## src/rtl/btn_debounce.sv

```systemverilog
`default_nettype none
// ============================================================================
//  Module      : btn_debounce
//  Description : Two-flop synchroniser followed by a four-state debounce FSM.
//                A new button level is accepted only once the synchronised
//                input has held steady for DEBOUNCE_CYCLES consecutive cycles.
//                The debounced level comes straight off the state register.
//  Revision    : 1.0 - initial release
// ============================================================================
module btn_debounce #(
    parameter int DEBOUNCE_CYCLES = 4,
    parameter int CNT_WIDTH       = 16
) (
    input  logic       clk,
    input  logic       rst,
    input  logic       btn_raw,
    output logic       btn,
    output logic [1:0] state_test
);

    // State encoding; bit 1 doubles as the debounced output level.
    localparam logic [1:0] c_idle_low  = 2'd0;
    localparam logic [1:0] c_wait_high = 2'd1;
    localparam logic [1:0] c_idle_high = 2'd2;
    localparam logic [1:0] c_wait_low  = 2'd3;

    localparam logic [CNT_WIDTH-1:0] c_cnt_zero = '0;
    localparam logic [CNT_WIDTH-1:0] c_cnt_one  = CNT_WIDTH'(1);
    localparam logic [CNT_WIDTH-1:0] c_cnt_last = CNT_WIDTH'(DEBOUNCE_CYCLES - 1);

    logic                 r_sync1;
    logic                 r_sync2;
    logic [1:0]           r_state;
    logic [CNT_WIDTH-1:0] r_cnt;
    logic [1:0]           w_state_nxt;
    logic [CNT_WIDTH-1:0] w_cnt_nxt;

    // Bring the asynchronous button level into the clk domain.
    always_ff @(posedge clk or posedge rst) begin
        if (rst) begin
            r_sync1 <= 1'b0;
            r_sync2 <= 1'b0;
        end else begin
            r_sync1 <= btn_raw;
            r_sync2 <= r_sync1;
        end
    end

    // State and stability counter registers.
    always_ff @(posedge clk or posedge rst) begin
        if (rst) begin
            r_state <= c_idle_low;
            r_cnt   <= c_cnt_zero;
        end else begin
            r_state <= w_state_nxt;
            r_cnt   <= w_cnt_nxt;
        end
    end

    // Next-state and counter logic; an input change always beats terminal
    // count, so an aborted transition never reaches the accept state.
    always_comb begin
        w_state_nxt = r_state;
        w_cnt_nxt   = r_cnt;
        case (r_state)
            c_idle_low: begin
                if (r_sync2) begin
                    w_state_nxt = c_wait_high;
                    w_cnt_nxt   = c_cnt_zero;
                end
            end
            c_wait_high: begin
                if (!r_sync2) begin
                    w_state_nxt = c_idle_low;
                    w_cnt_nxt   = c_cnt_zero;
                end else if (r_cnt == c_cnt_last) begin
                    w_state_nxt = c_idle_high;
                    w_cnt_nxt   = c_cnt_zero;
                end else begin
                    w_cnt_nxt   = r_cnt + c_cnt_one;
                end
            end
            c_idle_high: begin
                if (!r_sync2) begin
                    w_state_nxt = c_wait_low;
                    w_cnt_nxt   = c_cnt_zero;
                end
            end
            c_wait_low: begin
                if (r_sync2) begin
                    w_state_nxt = c_idle_high;
                    w_cnt_nxt   = c_cnt_zero;
                end else if (r_cnt == c_cnt_last) begin
                    w_state_nxt = c_idle_low;
                    w_cnt_nxt   = c_cnt_zero;
                end else begin
                    w_cnt_nxt   = r_cnt + c_cnt_one;
                end
            end
            default: begin
                w_state_nxt = c_idle_low;
                w_cnt_nxt   = c_cnt_zero;
            end
        endcase
    end

    assign state_test = r_state;
    assign btn        = r_state[1];

endmodule
`default_nettype wire
```

## config.mk

```make
export PLATFORM = sky130hd
export DESIGN_NAME = btn_debounce
export DESIGN_NICKNAME = d
export VERILOG_FILES = /design/src/rtl/btn_debounce.sv
export SDC_FILE = /design/constraint.sdc
export NUM_CORES = 1
export LEC_CHECK = 0
export ABC_AREA = 1
export ABC_CLOCK_PERIOD_IN_PS = 1300
export CAP_MARGIN = 20
export CORE_ASPECT_RATIO = 0.9
export CORE_UTILIZATION = 45
export CTS_CLUSTER_DIAMETER = 120
export DETAILED_ROUTE_END_ITERATION = 8
export MAX_ROUTING_LAYER = met4
export PLACE_DENSITY = 0.65
export RECOVER_POWER = 100
export SLEW_MARGIN = 25
export SYNTH_ARGS = -nofsm -noshare
export SYNTH_HDL_FRONTEND = slang
export SYNTH_SLANG_ARGS = --single-unit
```

## constraint.sdc

```tcl
create_clock -name clk -period 1.3 [get_ports clk]
set_input_delay 0.13 -clock clk [delete_from_list [all_inputs] [get_ports clk]]
set_output_delay 0.13 -clock clk [all_outputs]
set_load 0.005 [all_outputs]
```

* Yosys cells after proc, flatten, opt, wreduce, memory -nomap -nowiden *
Cells that the tools add are included.

operators by class
  add/subtract/negate cells = 1
  equality and inequality tests = 8
  multiplexer cells = 13
  reduce and logical (&&, ||, !) cells = 3

operator list
  cell                                                               number
  16-bit two-way mux                                                 5
  16-bit case mux with 4 select lines                                1
  16-bit by 1-bit adder with 16-bit output (second input constant)   1
  16-bit by 2-bit == test with 1-bit output (second input constant)  1
  2-bit two-way mux                                                  6
  2-bit case mux with 4 select lines                                 1
  3-bit inequality test (second input constant)                      2
  2-bit == test (second input constant)                              2
  2-bit inequality test (second input constant)                      2
  4-bit AND reduction                                                1
  2-bit by 1-bit == test with 1-bit output (second input constant)   1
  2-bit logical NOT                                                  1
  2-bit AND reduction                                                1

word-level totals
  register bits = 20
  bits of input ports = 3
  output and inout port bits = 3
  word-level logic and storage cells = 29

* Depth between registers and ports, before layout *
  depth in word-level cells = 4
  depth in mapped cells = 10
  depth with buffers taken out = 10

* Worst setup path before layout *
OpenSTA, ideal clock, no wires.

  path type = reg2reg
  from = reg r_cnt[0]
  to = reg r_cnt[9]
  setup time = 0.126 ns
  arrival = 1.186 ns
  data required time = 1.174 ns
  path slack = -0.012 ns
  stages on the path, launching flop included = 11
  path buffers = 0
  clock period less this slack = 1.312 ns
  cells stage by stage = dfrtp_1 -> ha_1 -> inv_1 -> nor2_1 -> nand2_1 -> nor2_1 -> nand2_1 -> nand2_1 -> nor2_1 -> nand2_1 -> o21ai_0

between the ends
  cells in the longest elaborated chain, start to end = 4
  elaborated cells between the ends (all ways) = 6
  classes of those cells = add/sub: 1; eq/ne: 1; mux: 4

RTL lines
  item                                                                                                          RTL line  source
  start, declared                                                                                               34        logic [CNT_WIDTH-1:0] r_cnt;
  start signal, assigned                                                                                        53        r_cnt <= c_cnt_zero;
  start signal, assigned                                                                                        56        r_cnt <= w_cnt_nxt;
  16-bit by 1-bit adder with 16-bit output / 16-bit by 2-bit == test with 1-bit output (equally long branches)  --
  16-bit two-way mux *                                                                                          76, 93
  16-bit two-way mux, on equally long branches                                                                  90, 73
  16-bit case mux with 4 select lines *                                                                         65        case (r_state)

Mark *: on every way between the ends. The rest lies on a longest branch, timed or not.
A chain may end at the register's enable or synchronous reset.

* Final worst setup path *
  from = reg r_cnt[1]
  to = reg r_cnt[2]

The elaborated chain is that of the path after synthesis.

==> impl_results.md <==
* Synth Area in Adders at 0.01120
* Clk pwr share at 0.188
* Fin. Hold Viols at 0
* Flops & latches, synth at 20
* Chip Width at 54.53 µm
* Clock buffer depth at 2
* P_leak at 0.6436 nW
* Share of cells above drive strength 1 at 0.3258
* CTS tree: done
* Top cells by area, synth: dfrtp_1 (45%), nand2_1 (14%), inv_1 (6.4%)
* Failing checks: setup timing
* Die Area at 2686 µm²
* Post-Layout Cell Count at 205
* Row Count at 16
* Slew Viols, Final at 0
* Cell taking the most area after synthesis: dfrtp_1
* Vias in the first global route at 1001
* Initial Util at 0.4939
* Antenna Nets Post-Route at 0
* Yosys warnings at 0
* Initial DRC count at 35
* Largest family of logic cells by synthesized area: simple AND/OR/NAND/NOR gates
* Worst-Margin Slew at 0.4914 ns
* Most frequent cells after synthesis: nand2_1 (43), dfrtp_1 (20), inv_1 (19)
* Core region area at 2262 µm²
* Largest net degree at the start of global routing at 21
* Inst Count DP at 199
* Final HPWL DP at 1860 µm
* Port-buffer cells at 5
* Worst path max stage delay at 0.41 ns
* Worst Path Max Fanout at 6
* Endpoints failing setup at 15
* WP data arrival at 1.57 ns
* Hold WC Path Type: in -> async
* Antenna violations before repair at 0
* Simple logic cell fraction of the synthesized area at 0.3247
* Gr ovfl total at 0
* Fillers at 199
* Seq/Total Area, Yosys at 0.4479
* R2r startpoint: r_cnt[1]
* # Max-Cap Violations at 0
* Worst slew margin at 0.6724
* H-tree level count at 1
* Critical Path Start: r_cnt[1]
* Synth-to-layout area growth at 30.46%
* Worst skew pair latency at 0.31 ns
* Status: complete, but fails checks
* Hold_ws at 0.3527 ns
* Multi-input gate area at 610.6 µm²
* Unrepaired setup endpoints after global routing: yes
* Top-area cell type share of the netlist area at 0.4479
* Count leader, synth: nand2_1
* Post-synth EDFFs at 0
* All-Layer GR Usage at 0.2322
* Final WL at 2573 µm
* Worst endpoint required time at 1.48 ns
* Slowest cell on crit path: dfrtp_1
* Cell area after synthesis at 1117 µm²
* Mapped Nets at 155
* Worst vdd ir at 0.8632 mV
* Yosys cell types at 21
* DR vias at 1061
* Worst R2R Setup Slack at -0.09 ns
* CTS root buf: clkbuf_4
* Cell family with most CP delay: flip-flops
* Worst Setup Slack, final at -0.09043 ns
* Flip-flop and latch area at 503.0 µm²
* Worst reg2reg endpoint: r_cnt[2]
* Avg Cell Area, Syn at 7.399 µm²
* # IOs at 6
* Buffers & Inverters on Critical Path at 2
* Worst r2r path cells at 9
* Nets at 183
* Top_reg_cell synth: dfrtp_1
* Critical Path Stages at 9
* Power, Total at 1.928 mW
* Vias/cell at 5.176
* DRC violations left at 0
* Synth async-reset ratio at 1.000
* Setup crit end: r_cnt[2]
* Cts hold-fix bufs at 0
* Sequential share of power at 0.387
* Power per standard cell area at 1323 nW/µm²
* Drt pass-1 iters at 4
* CP most frequent cell: nor2_2
* Clk_skew at 0.01700 ns
* Worst Setup Start Kind: flip-flop
* Complex-gate fraction of the synthesized area at 0.1120
* Cell-internal power at 1.223 mW
* Net Sw Frac at 0.3659
* Worst Path Class, Setup: reg -> reg
* Logic gate share of total power at 0.424
* CTS sink cnt at 20
* Ant diodes at 0
* CP cell instances: ha_4 > inv_2 > nor2_2 > nand2_1 > nor2_2 > a21oi_2 > buf_6 > nand3_1 > o21ai_1
* Wirelength per Cell at 12.55 µm
* Num CTS Buffers at 3
* P_sw at 705.4 µW
* F_max at 719.2 MHz
* Period utilisation layout at 1.070
* RD Place Congestion at 0.8499
* CTS clk-pin slew, worst paths at 0.12 ns
* Post-synthesis mux area share at 0
* Die height at 49.27 µm
* Crit path capture type: flip-flop
* Tmin final at 1.390 ns
* First-pass GRT wire length at 4367 µm
* Xor/xnor cell area share of the yosys netlist at 0.02352
* Mapped Cells at 151
[per-layer routing]
layer / up-vias / GRT usage / part of all wire
met3: 2 / 0.06542 / 0.066
li1: 534 / - / -
met5: - / - / 0
met2: 33 / 0.3577 / 0.49
met1: 492 / 0.3047 / 0.43
met4: 0 / 0.03846 / 0.0058
[cell usage in the layout, fill, tap and decap left out, types with 2 or more instances in the layout]
| cell | n |
|---|---|
| nand2_1 | 37 |
| dfrtp_1 | 18 |
| inv_1 | 16 |
| buf_4 | 16 |
| nor2_1 | 12 |
| nand3_1 | 10 |
| nand2_2 | 8 |
| nor2_2 | 7 |
| o21ai_1 | 7 |
| o21ai_0 | 6 |
| nand3_2 | 4 |
| clkbuf_4 | 4 |
| inv_2 | 3 |
| o22ai_1 | 3 |
| nor2_4 | 2 |
| a21oi_2 | 2 |
| o21ai_2 | 2 |
| a21oi_1 | 2 |
| xor2_1 | 2 |
| dlygate4sd3_1 | 2 |
| dlygate4sd2_1 | 2 |
| buf_6 | 2 |
| dfrtp_2 | 2 |
[what timing repair did]
| action | 4_1_cts | 5_1_grt |
|---|---|---|
| pin swaps | 2 | 6 |
| setup buffers | 1 | 1 |
| setup endpoints to repair | 21 | 18 |
| resized for setup | 19 | 20 |
[registers in the layout, summed over array words and instances, names as in the netlist, named ones only]
| register | count |
|---|---|
| r_sync2 | 1 |
| r_sync1 | 1 |
| r_cnt | 16 |
| state_test | 1 |
[power groups by stage]
stage	Clock, mW	Combinational, mW	Sequential, mW
2_1_floorplan	0	0.371	0.763
3_3_place_gp	0	0.664	0.750
3_5_place_dp	0	0.683	0.757
4_1_cts	0.379	0.742	0.730
5_1_grt	0.394	0.911	0.755
6_report	0.363	0.818	0.747
[worst register-to-register path: cells and delay by family, from the launching register on]
| kind | cells | cell delay [ns] |
|---|---|---|
| flip-flops | 1 | 0.41 |
| AO/OA/AOI/OAI | 2 | 0.16 |
| AND/OR/NAND/NOR | 4 | 0.36 |
| buffers and inverters | 2 | 0.18 |
| adder cells (fa/ha/maj) | 1 | 0.16 |
[final cells by class]
type                    instances  share of cell area
multi-input cells             110              0.4189
repair buffers                 25              0.1391
well taps                      27             0.02318
inverters                      19             0.04893
flip-flops and latches         20              0.3451
clock buffers                   4             0.02489
[metrics by stage]
| step | area (µm²) | setup TNS (ns) | worst slack, ns | util |
|---|---|---|---|---|
| 2_1_floorplan | 1120 | 0 | 0.01506 | - |
| 3_3_place_gp | 1320 | -0.09035 | -0.02552 | 0.5835 |
| 3_5_place_dp | 1320 | -1.106 | -0.1074 | 0.5835 |
| 4_1_cts | 1396 | -0.6355 | -0.07081 | 0.6173 |
| 5_1_grt | 1458 | -2.513 | -0.1816 | 0.6444 |
| 6_report | 1458 | -1.063 | -0.09043 | 0.6444 |
[how the worst min path moves through the flow]
stage | startpoint | to | slack (ns)
2_1_floorplan | rst | asynchronous set/reset pin | 0.09
3_3_place_gp | r_sync1 | r_sync2 | 0.34
3_5_place_dp | r_sync1 | r_sync2 | 0.35
4_1_cts | rst | r_cnt[3] | 0.15
5_1_grt | btn_raw | r_sync1 | 0.37
6_report | rst | r_cnt[4] | 0.35
[logic make-up after synthesis]
kind of cell,count (synthesis)
adder cells (fa/ha/maj),1
buffers and inverters,21
XOR/XNOR,3
AO/OA/AOI/OAI,22
flip-flops,20
AND/OR/NAND/NOR,84
No activity file was read; power rests on OpenSTA's default activity.
